$ cat config.mk
export PLATFORM = sky130hd
export DESIGN_NAME = sec_scrub_ctrl
export DESIGN_NICKNAME = d
export VERILOG_FILES = /design/src/rtl/sec_scrub_ctrl.sv
export SDC_FILE = /design/constraint.sdc
export NUM_CORES = 1
export LEC_CHECK = 0
export BUFFER_PORTS_ARGS = -buffer_cell sky130_fd_sc_hd__buf_2
export CAP_MARGIN = 40
export CORE_ASPECT_RATIO = 1.2
export CORE_MARGIN = 2
export CORE_UTILIZATION = 53
export DETAILED_ROUTE_END_ITERATION = 10
export PLACE_DENSITY = 0.86
export SETUP_SLACK_MARGIN = 0.1
export SYNTH_ARGS = -nofsm -noshare
export SYNTH_HDL_FRONTEND = slang
export SYNTH_SLANG_ARGS = --single-unit
export TNS_END_PERCENT = 10
$ cat constraint.sdc
create_clock -name clk -period 5.6 [get_ports clk]
set_input_delay 0 -clock clk [delete_from_list [all_inputs] [get_ports clk]]
set_output_delay 0 -clock clk [all_outputs]
set_load 0.01 [all_outputs]
$ cat src/rtl/sec_scrub_ctrl.sv
// Memory scrubber: reads each word, runs it through the external SEC corrector,
// writes back words whose data was corrected and counts them (saturating).
module sec_scrub_ctrl #(
  parameter int ADDR_W = 8,
  parameter int DEPTH  = 256,
  parameter int CNT_W  = 16
) (
  input  logic              clk,
  input  logic              rst,
  input  logic              start,
  input  logic              stop,
  output logic              busy,
  output logic              done,
  output logic [CNT_W-1:0]  err_cnt,
  output logic              mem_req,
  output logic              mem_we,
  input  logic              mem_gnt,
  output logic [ADDR_W-1:0] mem_addr,
  output logic [39:0]       mem_wdata,
  input  logic              mem_rvalid,
  input  logic [39:0]       mem_rdata,
  output logic              sec_en,
  output logic [31:0]       sec_din,
  output logic [7:0]        sec_chk,
  input  logic [31:0]       sec_dout
);

  typedef enum logic [2:0] {
    S_IDLE, S_RD_REQ, S_RD_WAIT, S_CHECK, S_WR_REQ, S_NEXT, S_DONE
  } state_e;

  localparam logic [ADDR_W-1:0] LAST_ADDR = ADDR_W'(DEPTH - 1);

  state_e            state_q, state_d;
  logic [ADDR_W-1:0] addr_q, addr_d;
  logic [CNT_W-1:0]  cnt_q, cnt_d;
  logic [31:0]       din_q, din_d;
  logic [7:0]        chk_q, chk_d;
  logic [39:0]       wdata_q, wdata_d;
  logic              req_q, we_q, en_q, busy_q, done_q;
  logic              req_d, we_d, en_d, busy_d, done_d;

  always_comb begin
    state_d = state_q;
    addr_d  = addr_q;
    cnt_d   = cnt_q;
    din_d   = din_q;
    chk_d   = chk_q;
    wdata_d = wdata_q;
    unique case (state_q)
      S_IDLE: if (start) begin
        state_d = S_RD_REQ;
        addr_d  = '0;
        cnt_d   = '0;
      end
      S_RD_REQ:  if (mem_gnt) state_d = S_RD_WAIT;
      S_RD_WAIT: if (mem_rvalid) begin
        din_d   = mem_rdata[31:0];
        chk_d   = mem_rdata[39:32];
        state_d = S_CHECK;
      end
      S_CHECK: begin
        // Write-back word is latched here so it is stable for the whole WR_REQ wait
        wdata_d = {chk_q, sec_dout};
        if (sec_dout != din_q) begin
          state_d = S_WR_REQ;
          if (cnt_q != '1) cnt_d = cnt_q + CNT_W'(1);
        end else begin
          state_d = S_NEXT;
        end
      end
      S_WR_REQ: if (mem_gnt) state_d = S_NEXT;
      S_NEXT: begin
        if (addr_q == LAST_ADDR || stop) begin
          state_d = S_DONE;
        end else begin
          addr_d  = addr_q + ADDR_W'(1);
          state_d = S_RD_REQ;
        end
      end
      S_DONE:  state_d = S_IDLE;
      default: state_d = S_IDLE;
    endcase
  end

  // Outputs are registered from the next state so they line up with state_q
  always_comb begin
    req_d  = (state_d == S_RD_REQ) || (state_d == S_WR_REQ);
    we_d   = (state_d == S_WR_REQ);
    en_d   = (state_d == S_CHECK);
    busy_d = (state_d != S_IDLE);
    done_d = (state_d == S_DONE);
  end

  always_ff @(posedge clk) begin
    if (rst) begin
      state_q <= S_IDLE;
      addr_q  <= '0;
      cnt_q   <= '0;
      din_q   <= '0;
      chk_q   <= '0;
      wdata_q <= '0;
      req_q   <= 1'b0;
      we_q    <= 1'b0;
      en_q    <= 1'b0;
      busy_q  <= 1'b0;
      done_q  <= 1'b0;
    end else begin
      state_q <= state_d;
      addr_q  <= addr_d;
      cnt_q   <= cnt_d;
      din_q   <= din_d;
      chk_q   <= chk_d;
      wdata_q <= wdata_d;
      req_q   <= req_d;
      we_q    <= we_d;
      en_q    <= en_d;
      busy_q  <= busy_d;
      done_q  <= done_d;
    end
  end

  assign busy      = busy_q;
  assign done      = done_q;
  assign err_cnt   = cnt_q;
  assign mem_req   = req_q;
  assign mem_we    = we_q;
  assign mem_addr  = addr_q;
  assign mem_wdata = wdata_q;
  assign sec_en    = en_q;
  assign sec_din   = din_q;
  assign sec_chk   = chk_q;

endmodule
==> parameters.txt, run 1 <==
Parameter                              Value

Outcome
  Outcome ... finished, final reports clean

Logic synthesis
  Dominant synthesized flop cell ... sky130_fd_sc_hd__dfxtp_1
  YS warnings ... 0
  Post-synthesis area per instance ... 8.07 um^2
  Distinct cell type count of the synthesized netlist ... 55
  Netlist area before placement ... 4860 um^2
  Sequential area share after synthesis ... 0.461
  Share of synthesized registers carrying an async set or reset ... 0
  Number of enable flip-flop cells after synthesis ... 0
  Gate count of the mapped netlist ... 603
  Syn nets ... 683
  Synthesized flop and latch total ... 112

Floorplan
  Starting utilization of the core area ... 0.541
  Boundary pin count ... 187
  Num rows ... 38
  Area of the die ... 9960 um^2
  Vertical die dimension ... 109 um
  Horiz. Die Dim ... 91.5 um
  Core ar. ... 8990 um^2

GRT
  Initial antenna violation count ... 0
  Largest net degree at the start of global routing ... 51
  Via count of the first global-routing pass ... 5,600
  Global route overflow ... 0
  Global-route total usage across every layer ... 0.359
  First-pass GRT wire length ... 28.1 mm

Final layout
  Count of fill cells added during filler insertion ... 563
  Most frequent cells in the layout ... sky130_fd_sc_hd__buf_2, sky130_fd_sc_hd__nand2_1, sky130_fd_sc_hd__dfxtp_1, sky130_fd_sc_hd__a21oi_1, sky130_fd_sc_hd__dlygate4sd3_1
  Area of combinational cells with multiple inputs ... 2390 um^2
  Area grow syn2layout ... 37.2%
  Ratio of cells with drive above 1 in the final layout ... 0.266
  Footprint of the flip-flops and latches ... 2240 um^2
  Count of inserted antenna diode cells ... 0
  Final Instance Area ... 6680 um^2
  Final Net Count ... 916
  Most common cell after layout, fill and taps aside ... sky130_fd_sc_hd__buf_2

Worst setup path
  Beginning of the critical path ... state_q[0]
  Worst path max stage delay ... 0.89 ns
  Crit path launch type ... flop
  Maximum net fanout on the critical path ... 45
  Worst setup EP type ... flop
  Worst-path cell with the longest stage delay ... sky130_fd_sc_hd__and3b_2
  Cells along the critical path ... and3b_2, nand4b_1, nor4_2, and4_1, nor2_1, a21oi_1
  Category of the critical setup timing path ... flop to flop
  Data required time of the worst path ... 5.90 ns
  RR Startpoint ... state_q[0]
  Kind of cell adding the most delay to the critical path ... simple AND/OR/NAND/NOR gates
  Critical path buffers and inverters ... 0
  Data arrival time of the worst path ... 3.42 ns

Power and ir drop
  P_int ... 0.00109 W
  Fraction of power consumed by sequential logic ... 0.551
  Leakage component of the power ... 2.74 nW
  Clock power share ... 0.311
  Reported net switching power ... 0.000403 W
  Pwr Density ... 224 nW/um^2
  Power share of the combinational group ... 0.137
  Maximum VDD drop ... 0.000188 V
  Net switching fraction of the power ... 0.270

Timing
  Time the worst path needs with I/O delays and setup ... 3.11 ns
  Worst clock skew ... 0.0164 ns
  Max-slew violation count ... 0
  Total negative slack ... 0 ns
  Fmax ... 321 MHz
  Final hold violations ... 0
  Ratio of final minimum period to clock period ... 0.556
  Unrepaired setup endpoints after global routing ... false
  Slew at the pin closest to its max-slew limit ... 0.926 ns
  Final setup viols ... 0
  Remaining max-slew budget at the tightest pin ... 0.383

Route
  Via count ... 5,697
  Post-Route WL ... 18.1 mm
  Post-detailed-route wirelength per cell ... 18.9 um
  Via/cell ratio ... 5.93
  Detailed Route Iter0 Violations ... 521
  Antenna Violating Nets Remaining ... 0
  Number of iterations in the first detailed-routing pass ... 5
  Number of DRC violations after detailed routing ... 0

Clock tree
  Register clock-pin slew on the reported worst setup and hold paths ... 0.09 ns
  Clock Latency Late Sink ... 0.39 ns
  CTS tree ... done
  Number of clock sinks ... 112
  Clk root buf ... sky130_fd_sc_hd__clkbuf_8
  Number of H-tree levels ... 3
  Number of buffers on the longest clock path ... 2
  Clock buffer count from CTS ... 9
  # Post-CTS Setup Buffers ... 0

Run
  Maxcap violations ... 0

Placed design
  Placement Cell Area ... 5770 um^2
  Count of buffers from port buffering ... 186
  Half-perimeter wire length after placement ... 10.3 mm
  Placer Congestion ... 0.925

Min path
  Min-delay src ... mem_gnt
  Hold Path Class ... input port to flop
flip-flops by register name (all words and copies together) (netlist names):
| register | cells |
|---|---|
| busy | 1 |
| state_q | 3 |
| mem_we | 1 |
| mem_addr | 8 |
| err_cnt | 16 |
| mem_wdata | 40 |
| sec_en | 1 |
| done | 1 |
| sec_chk | 8 |
| sec_din | 32 |
| mem_req | 1 |
power groups by stage:
| stage | Sequential [W] | Combinational (W) | Clock (W) |
|---|---|---|---|
| CTS | 0.000822 | 0.000192 | 0.000459 |
| finish | 0.000824 | 0.000205 | 0.000466 |
| floorplan | 0.000843 | 0.0000849 | 0 |
| global placement | 0.000840 | 0.000149 | 0 |
| global route | 0.000826 | 0.000215 | 0.000489 |
| detailed placement | 0.000841 | 0.000153 | 0 |
worst min-delay path, stage by stage:
cell	delay, ns
sky130_fd_sc_hd__buf_2	0.12
sky130_fd_sc_hd__nand2_1	0.06
sky130_fd_sc_hd__a21oi_1	0.08
sky130_fd_sc_hd__nor2_1	0.11
sky130_fd_sc_hd__a21oi_1	0.08
Yosys cell counts, drive strengths merged (8+ instances only):
master | count | area [um^2]
xnor2 | 32 | 280
a21oi | 98 | 502
nand2 | 179 | 672
nor2 | 21 | 78.8
clkbuf | 32 | 141
dfxtp | 112 | 2240
nand4 | 18 | 113
or4 | 8 | 63.8
nand3 | 10 | 55.1
nor4 | 10 | 75.1
or3 | 8 | 51.3
stage by stage:
| stage | hold WS, ns | total power (W) | instances | setup slack [ns] | util |
|---|---|---|---|---|---|
| after floorplan | 0.136 | 0.000928 | 603 | 3.49 | - |
| after global placement | 0.240 | 0.000989 | 872 | 2.69 | 0.640 |
| after detailed placement | 0.248 | 0.000993 | 873 | 2.60 | 0.643 |
| after CTS | 0.115 | 0.00147 | 961 | 2.55 | 0.743 |
| after global routing | 0.140 | 0.00153 | 961 | 2.15 | 0.743 |
| final | 0.121 | 0.00149 | 961 | 2.49 | 0.743 |
cells by family after synthesis:
logic type / count (synthesis) / synth area share
simple gates: 283 / 0.273
flops: 112 / 0.461
mux: 3 / 0.00720
compound gates: 121 / 0.138
fa+ha+maj: 2 / 0.00514
buf+inv: 45 / 0.0484
xor+xnor: 37 / 0.0666
per-layer routing:
layer | GRT usage | vias to the layer above | share of wire
met5 | 0 | - | 0
met4 | 0.245 | 0 | 0.069
met3 | 0.0746 | 128 | 0.10
met2 | 0.617 | 480 | 0.48
met1 | 0.400 | 2574 | 0.35
li1 | - | 2515 | -
final timing paths:
kind         depth (start not counted)            end  slack, ns
max                                  6           busy       2.49
min                                  5           busy       0.12
max reg2reg                          6           busy       2.49
min reg2reg                          2  mem_wdata[16]       0.46
area by class of cell:
type | count | area share
clock inverters | 4 | 0.00394
clock buffers | 12 | 0.0232
well taps | 120 | 0.0225
flip-flops and latches | 112 | 0.336
repair buffers | 261 | 0.253
inverters | 6 | 0.00337
multi-input cells | 446 | 0.359
timing repair:
action	CTS	global route
hold buffers	72	0
resized for setup	0	0
endpoints found under the hold margin	72	0
(Power assumes the default switching activity.)
==> inputs of run 2 (changes only) <==
Settings changed: ABC_AREA from default to 1, CORE_UTILIZATION 53 to 49, PLACE_DENSITY 0.86 to 0.8.
Clock period 5.6 ns to 2.92 ns, I/O delays scaled along.
==> parameters.txt, run 2 <==
Parameter                              Value

Outcome
  Outcome ... finished, final reports clean (unchanged)

Timing
  Slew at the pin closest to its max-slew limit ... 0.882 ns (was 0.926 ns)
  Remaining max-slew budget at the tightest pin ... 0.411 (was 0.383)
  Fmax ... 411 MHz (was 321 MHz)
  Worst clock skew ... 0.00595 ns (was 0.0164 ns)
  Final hold violations ... 0 (unchanged)
  Ratio of final minimum period to clock period ... 0.834 (was 0.556)
  Max-slew violation count ... 0 (unchanged)
  Time the worst path needs with I/O delays and setup ... 2.43 ns (was 3.11 ns)
  Total negative slack ... 0 ns (unchanged)
  Unrepaired setup endpoints after global routing ... false (unchanged)
  Worst Hold Slack ... 0.0276 ns (was 0.121 ns)
  Final setup viols ... 0 (unchanged)
  Worst Slack Setup Final ... 0.485 ns (was 2.49 ns)

Logic synthesis
  Commonest cells in the netlist ... sky130_fd_sc_hd__nor2_1, sky130_fd_sc_hd__dfxtp_1, sky130_fd_sc_hd__nand2_1, sky130_fd_sc_hd__o21ai_0, sky130_fd_sc_hd__inv_1 (was sky130_fd_sc_hd__nand2_1, sky130_fd_sc_hd__dfxtp_1, sky130_fd_sc_hd__a21oi_1, sky130_fd_sc_hd__xnor2_1, sky130_fd_sc_hd__clkbuf_1)
  Top cell type's share of synthesized area ... 0.457 (was 0.461)
  Sequential area share after synthesis ... 0.457 (was 0.461)
  Distinct cell type count of the synthesized netlist ... 25 (was 55)
  Syn nets ... 765 (was 683)
  YS warnings ... 0 (unchanged)
  Dominant synthesized flop cell ... sky130_fd_sc_hd__dfxtp_1 (unchanged)
  Most frequently used cell type in the post-synthesis netlist ... sky130_fd_sc_hd__nor2_1 (was sky130_fd_sc_hd__nand2_1)
  Synthesized flop and latch total ... 112 (unchanged)
  Gate count of the mapped netlist ... 685 (was 603)
  Netlist area before placement ... 4900 um^2 (was 4860 um^2)
  Number of enable flip-flop cells after synthesis ... 0 (unchanged)
  Biggest area contributors in the synthesized netlist ... sky130_fd_sc_hd__dfxtp_1, sky130_fd_sc_hd__nor2_1, sky130_fd_sc_hd__o21ai_0 (was sky130_fd_sc_hd__dfxtp_1, sky130_fd_sc_hd__nand2_1, sky130_fd_sc_hd__a21oi_1)
  Post-synth top area cell ... sky130_fd_sc_hd__dfxtp_1 (unchanged)
  Post-synthesis area per instance ... 7.16 um^2 (was 8.07 um^2)
  Share of synthesized registers carrying an async set or reset ... 0 (unchanged)

Worst setup path
  Worst path max stage delay ... 0.64 ns (was 0.89 ns)
  Data required time of the worst path ... 3.20 ns (was 5.90 ns)
  Crit path launch type ... flop (unchanged)
  Cells along the critical path ... nand2_1, nor2_4, nand2_1, nor2_1, nand3_1, nor2_1, nand3_1, nand2_4, nand2_1, a21oi_1 (was and3b_2, nand4b_1, nor4_2, and4_1, nor2_1, a21oi_1)
  Worst-path cell with the longest stage delay ... sky130_fd_sc_hd__nand3_1 (was sky130_fd_sc_hd__and3b_2)
  Critical path buffers and inverters ... 0 (unchanged)
  Worst path most repeated cell ... sky130_fd_sc_hd__nand2_1
  Worst setup EP type ... flop (unchanged)
  Maximum net fanout on the critical path ... 21 (was 45)
  Data arrival time of the worst path ... 2.71 ns (was 3.42 ns)
  Kind of cell adding the most delay to the critical path ... simple AND/OR/NAND/NOR gates (unchanged)
  Category of the critical setup timing path ... flop to flop (unchanged)

GRT
  Global-route total usage across every layer ... 0.290 (was 0.359)
  Initial antenna violation count ... 0 (unchanged)
  Largest net degree at the start of global routing ... 50 (was 51)
  Via count of the first global-routing pass ... 5,364 (was 5,600)
  Global route overflow ... 0 (unchanged)
  First-pass GRT wire length ... 25.0 mm (was 28.1 mm)

Final layout
  Flip-flop count of the largest register, all copies and words added ... 40 (unchanged)
  Final Net Count ... 1,005 (was 916)
  Most frequent cells in the layout ... sky130_fd_sc_hd__nor2_1, sky130_fd_sc_hd__buf_2, sky130_fd_sc_hd__dfxtp_1, sky130_fd_sc_hd__nand2_1, sky130_fd_sc_hd__o21ai_0 (was sky130_fd_sc_hd__buf_2, sky130_fd_sc_hd__nand2_1, sky130_fd_sc_hd__dfxtp_1, sky130_fd_sc_hd__a21oi_1, sky130_fd_sc_hd__dlygate4sd3_1)
  Ratio of cells with drive above 1 in the final layout ... 0.232 (was 0.266)
  Final Instance Area ... 6950 um^2 (was 6680 um^2)
  Most common cell after layout, fill and taps aside ... sky130_fd_sc_hd__nor2_1 (was sky130_fd_sc_hd__buf_2)
  Area grow syn2layout ... 41.8% (was 37.2%)
  Count of inserted antenna diode cells ... 0 (unchanged)
  Count of fill cells added during filler insertion ... 742 (was 563)

Placed design
  Count of buffers from port buffering ... 186 (unchanged)
  Placement Cell Area ... 5910 um^2 (was 5770 um^2)
  Half-perimeter wire length after placement ... 9.46 mm (was 10.3 mm)
  Placer Congestion ... 0.862 (was 0.925)
  Placement Setup Slack ... 0.516 ns (was 2.60 ns)

Clock tree
  Count of instances resized after the clock tree is built ... 0 (unchanged)
  Number of clock sinks ... 112 (unchanged)
  CTS tree ... done (unchanged)
  Clock buffer count from CTS ... 9 (unchanged)
  Clock Latency Late Sink ... 0.35 ns (was 0.39 ns)
  Number of buffers on the longest clock path ... 2 (unchanged)
  Register clock-pin slew on the reported worst setup and hold paths ... 0.07 ns (was 0.09 ns)
  Clk root buf ... sky130_fd_sc_hd__clkbuf_16 (was sky130_fd_sc_hd__clkbuf_8)
  Number of H-tree levels ... 3 (unchanged)

Min path
  Hold Path Class ... input port to flop (unchanged)

Route
  Post-Route WL ... 15.6 mm (was 18.1 mm)
  Number of DRC violations after detailed routing ... 0 (unchanged)
  Number of iterations in the first detailed-routing pass ... 5 (unchanged)
  Via count ... 5,516 (was 5,697)
  Antenna Violating Nets Remaining ... 0 (unchanged)
  Detailed Route Iter0 Violations ... 293 (was 521)
  Post-detailed-route wirelength per cell ... 14.8 um (was 18.9 um)
  Via/cell ratio ... 5.22 (was 5.93)

Power and ir drop
  Clock power share ... 0.395 (was 0.311)
  Leakage component of the power ... 3.28 nW (was 2.74 nW)
  Net switching fraction of the power ... 0.249 (was 0.270)
  Reported net switching power ... 0.000860 W (was 0.000403 W)
  P_int ... 0.00260 W (was 0.00109 W)
  Pwr Density ... 497 nW/um^2 (was 224 nW/um^2)
  Fraction of power consumed by sequential logic ... 0.470 (was 0.551)
  Maximum VDD drop ... 0.000327 V (was 0.000188 V)
  Power share of the combinational group ... 0.136 (was 0.137)

Floorplan
  Num rows ... 40 (was 38)
  Area of the die ... 10,800 um^2 (was 9960 um^2)
  Horiz. Die Dim ... 95.3 um (was 91.5 um)
  Starting utilization of the core area ... 0.497 (was 0.541)
  Core ar. ... 9860 um^2 (was 8990 um^2)
  Boundary pin count ... 187 (unchanged)
  Vertical die dimension ... 114 um (was 109 um)

Run
  Maxcap violations ... 0 (unchanged)
## run 2: changes by cell type after synthesis, sizes merged, moves of 15 or more
cell	delta
inv	+35
xor2	+16
xnor2	-15
a21oi	-61
nand2	-90
nand3	+21
nor2	+169
o21ai	+78
## run 2: cell type report
cell class                      count  area (um^2)  area share
Clock inverter                      4         76.3      0.0110
Inverter                           42          158      0.0227
Multi-Input combinational cell    498         2370       0.341
Clock buffer                       12          256      0.0369
Tap cell                          126          158      0.0227
Sequential cell                   112         2240       0.322
Timing Repair Buffer              262         1690       0.243
## run 2: per-layer routing
metal	GRT usage	routed length, um	share of wire	up-vias
met1	0.350	6060	0.39	2502
met5	0	0	0	-
li1	-	-	-	2674
met3	0.0674	1380	0.088	51
met2	0.477	7500	0.48	289
met4	0.154	649	0.042	0
## run 2: power groups by stage
| stage | registers (W) | logic [W] | clock network (W) |
|---|---|---|---|
| floorplan | 0.00168 | 0.000195 | 0 |
| global placement | 0.00165 | 0.000372 | 0 |
| detailed placement | 0.00166 | 0.000377 | 0 |
| CTS | 0.00162 | 0.000452 | 0.00137 |
| global route | 0.00163 | 0.000512 | 0.00144 |
| finish | 0.00162 | 0.000469 | 0.00136 |
## run 2: final timing paths
kind	from	end	slack (ns)	cells after the start
worst max-delay path	state_q[1]	err_cnt[10]	0.49	10
worst min-delay path	mem_rdata[21]	sec_din[21]	0.03	3
worst max register to register	state_q[1]	err_cnt[10]	0.49	10
worst min register to register	sec_din[0]	sec_din[0]	0.49	2
## run 2: logic make-up (layout without fill, tap and decap cells)
logic type	after synthesis	in the layout	share of synthesized area
DFF	112	112	0.457
AOI/OAI and AO/OA	121	121	0.124
adders and majority gates	2	2	0.00510
and+or+nand+nor	337	337	0.285
xor gates and xnor gates	38	38	0.0679
buffers and inverters	75	320	0.0605
## run 2: stage by stage
step / instances / utilization / total power (W)
after floorplan: 685 / - / 0.00187
after global placement: 969 / 0.599 / 0.00203
after detailed placement: 969 / 0.599 / 0.00203
after CTS: 1056 / 0.705 / 0.00344
after global routing: 1056 / 0.705 / 0.00358
final: 1056 / 0.705 / 0.00346
## run 2: worst reg2reg max path: stages (launching register included)
cell                      delay (ns)
sky130_fd_sc_hd__dfxtp_1        0.39
sky130_fd_sc_hd__nand2_1        0.11
sky130_fd_sc_hd__nor2_4         0.22
sky130_fd_sc_hd__nand2_1        0.08
sky130_fd_sc_hd__nor2_1         0.08
sky130_fd_sc_hd__nand3_1        0.07
sky130_fd_sc_hd__nor2_1         0.09
sky130_fd_sc_hd__nand3_1        0.64
sky130_fd_sc_hd__nand2_4        0.47
sky130_fd_sc_hd__nand2_1        0.10
sky130_fd_sc_hd__a21oi_1        0.13
## run 2: repair_timing
action,4_1_cts,5_1_grt
setup buffers,0,0
hold buffers,71,0
hold endpoints to repair,71,0
==> inputs of run 3 (changes only) <==
Clock period 2.92 ns to 2.4 ns, I/O delays scaled along.
==> parameters.txt, run 3 (synthesis results as in run 2) <==
Parameter                              Value

Timing
  Total negative slack ... 0 ns (unchanged)
  Worst Hold Slack ... 0.0273 ns (was 0.0276 ns)
  Time the worst path needs with I/O delays and setup ... 1.95 ns (was 2.43 ns)
  Fmax ... 513 MHz (was 411 MHz)
  Slew at the pin closest to its max-slew limit ... 0.866 ns (was 0.882 ns)
  Ratio of final minimum period to clock period ... 0.811 (was 0.834)
  Final hold violations ... 0 (unchanged)
  Unrepaired setup endpoints after global routing ... false (unchanged)
  Remaining max-slew budget at the tightest pin ... 0.422 (was 0.411)
  Max-slew violation count ... 0 (unchanged)
  Final setup viols ... 0 (unchanged)
  Worst clock skew ... 0.00566 ns (was 0.00595 ns)

Outcome
  Outcome ... finished, final reports clean (unchanged)

Route
  Post-detailed-route wirelength per cell ... 14.9 um (was 14.8 um)
  Number of DRC violations after detailed routing ... 0 (unchanged)
  Number of iterations in the first detailed-routing pass ... 5 (unchanged)
  Via/cell ratio ... 5.25 (was 5.22)
  Via count ... 5,585 (was 5,516)
  Post-Route WL ... 15.9 mm (was 15.6 mm)
  Detailed Route Iter0 Violations ... 270 (was 293)
  Antenna Violating Nets Remaining ... 0 (unchanged)

Clock tree
  Register clock-pin slew on the reported worst setup and hold paths ... 0.08 ns (was 0.07 ns)
  # Post-CTS Setup Buffers ... 0 (unchanged)
  Clock buffer count from CTS ... 9 (unchanged)
  Number of clock sinks ... 112 (unchanged)
  Hold-fix buffers at CTS ... 72 (was 71)
  CTS tree ... done (unchanged)
  Number of H-tree levels ... 3 (unchanged)
  Count of instances resized after the clock tree is built ... 0 (unchanged)
  Clock Latency Late Sink ... 0.35 ns (about the same)
  Clk root buf ... sky130_fd_sc_hd__clkbuf_16 (unchanged)
  Number of buffers on the longest clock path ... 2 (unchanged)

Final layout
  Area grow syn2layout ... 42.2% (was 41.8%)
  Count of inserted antenna diode cells ... 0 (unchanged)
  Post-Layout Cell Count ... 1,063 (was 1,056)
  Ratio of cells with drive above 1 in the final layout ... 0.238 (was 0.232)
  Flip-flop count of the largest register, all copies and words added ... 40 (unchanged)
  Final Instance Area ... 6970 um^2 (was 6950 um^2)
  Most common cell after layout, fill and taps aside ... sky130_fd_sc_hd__nor2_1 (unchanged)
  Final core area utilization ... 0.707 (was 0.705)
  Count of fill cells added during filler insertion ... 756 (was 742)
  Final Net Count ... 1,012 (was 1,005)
  Most frequent cells in the layout ... sky130_fd_sc_hd__nor2_1, sky130_fd_sc_hd__buf_2, sky130_fd_sc_hd__dfxtp_1, sky130_fd_sc_hd__nand2_1, sky130_fd_sc_hd__o21ai_0 (unchanged)

Worst setup path
  Worst path most repeated cell ... sky130_fd_sc_hd__nand2_4 (was sky130_fd_sc_hd__nand2_1)
  Crit path launch type ... flop (unchanged)
  Worst path max stage delay ... 0.43 ns (was 0.64 ns)
  R2R setup slack ... 0.45 ns (was 0.49 ns)
  Category of the critical setup timing path ... flop to flop (unchanged)
  Worst setup EP type ... flop (unchanged)
  Data required time of the worst path ... 2.68 ns (was 3.20 ns)
  Worst-path cell with the longest stage delay ... sky130_fd_sc_hd__dfxtp_1 (was sky130_fd_sc_hd__nand3_1)
  Data arrival time of the worst path ... 2.22 ns (was 2.71 ns)
  Cells along the critical path ... ha_1, nand2_2, nor3_4, nand3b_1, o21ai_2, nand2_4, nand2_4, nand2_1, a21oi_1 (was nand2_1, nor2_4, nand2_1, nor2_1, nand3_1, nor2_1, nand3_1, nand2_4, nand2_1, a21oi_1)
  Maximum net fanout on the critical path ... 19 (was 21)

GRT
  First-pass GRT wire length ... 25.1 mm (was 25.0 mm)
  Global-route total usage across every layer ... 0.294 (was 0.290)
  Global route overflow ... 0 (unchanged)
  Largest net degree at the start of global routing ... 35 (was 50)
  Initial antenna violation count ... 0 (unchanged)
  Via count of the first global-routing pass ... 5,407 (was 5,364)

Power and ir drop
  Leakage component of the power ... 3.30 nW (was 3.28 nW)
  Pwr Density ... 590 nW/um^2 (was 497 nW/um^2)
  Maximum VDD drop ... 0.000390 V (was 0.000327 V)

Floorplan
  Horiz. Die Dim ... 95.3 um (unchanged)
  Area of the die ... 10,800 um^2 (unchanged)
  Boundary pin count ... 187 (unchanged)
  Num rows ... 40 (unchanged)
  Core ar. ... 9860 um^2 (unchanged)
  Vertical die dimension ... 114 um (unchanged)
  Starting utilization of the core area ... 0.497 (unchanged)

Run
  Maxcap violations ... 0 (unchanged)

Placed design
  Placer Congestion ... 0.841 (was 0.862)
  Placed cell count ... 975 (was 969)
  Half-perimeter wire length after placement ... 9.89 mm (was 9.46 mm)
  Count of buffers from port buffering ... 186 (unchanged)
  Placement Cell Area ... 5940 um^2 (was 5910 um^2)

Min path
  Hold Path Class ... input port to flop (unchanged)
==> run 3: changes by cell type in the layout (fill, tap and decap cells not counted), sizes merged <==
cell and delta:
clkbuf -3, bufinv -1, buf +6, inv +4
dlygate4sd3 +1
==> run 3: cell type report <==
cell class / count / area (um^2) / area share
clock buffer: 9 / 225 / 0.0323
clock inverter: 7 / 86.3 / 0.0124
inverter: 42 / 158 / 0.0226
multi-input combinational: 498 / 2370 / 0.340
sequential: 112 / 2240 / 0.321
tap: 126 / 158 / 0.0226
timing repair buffer: 269 / 1730 / 0.249
==> run 3: per-stage QoR <==
step	total power [W]	setup slack, ns
finish	0.00412	0.452
global placement	0.00247	0.569
global route	0.00427	0.235
CTS	0.00412	0.469
detailed placement	0.00247	0.507
floorplan	0.00228	0.606
==> run 3: routing by layer <==
layer	global-route usage	vias to the layer above	wire length (um)
met4	0.165	0	718
met2	0.497	320	7690
met1	0.335	2517	5990
met5	0	-	0
li1	-	2682	-
met3	0.0727	66	1460
==> run 3: where the power goes <==
group          internal [W]  leakage (nW)  switching, W  total [W]
clock              0.000835         0.150      0.000731    0.00157
sequential          0.00192         0.906     0.0000496    0.00197
combinational      0.000262          2.24      0.000314   0.000576
==> run 3: critical path: cells and delay by family, from the launching register on <==
family / cells / cell delay, ns
simple gates: 6 / 0.92
flops: 1 / 0.43
compound gates: 2 / 0.29
fa+ha+maj: 1 / 0.22
==> run 3: worst paths after layout <==
| check | depth (start not counted) | startpoint | end |
|---|---|---|---|
| worst max-delay path | 9 | err_cnt[0] | err_cnt[4] |
| worst min-delay path | 5 | stop | done |
| worst max register to register | 9 | err_cnt[0] | err_cnt[4] |
| worst min register to register | 2 | sec_din[19] | sec_din[19] |
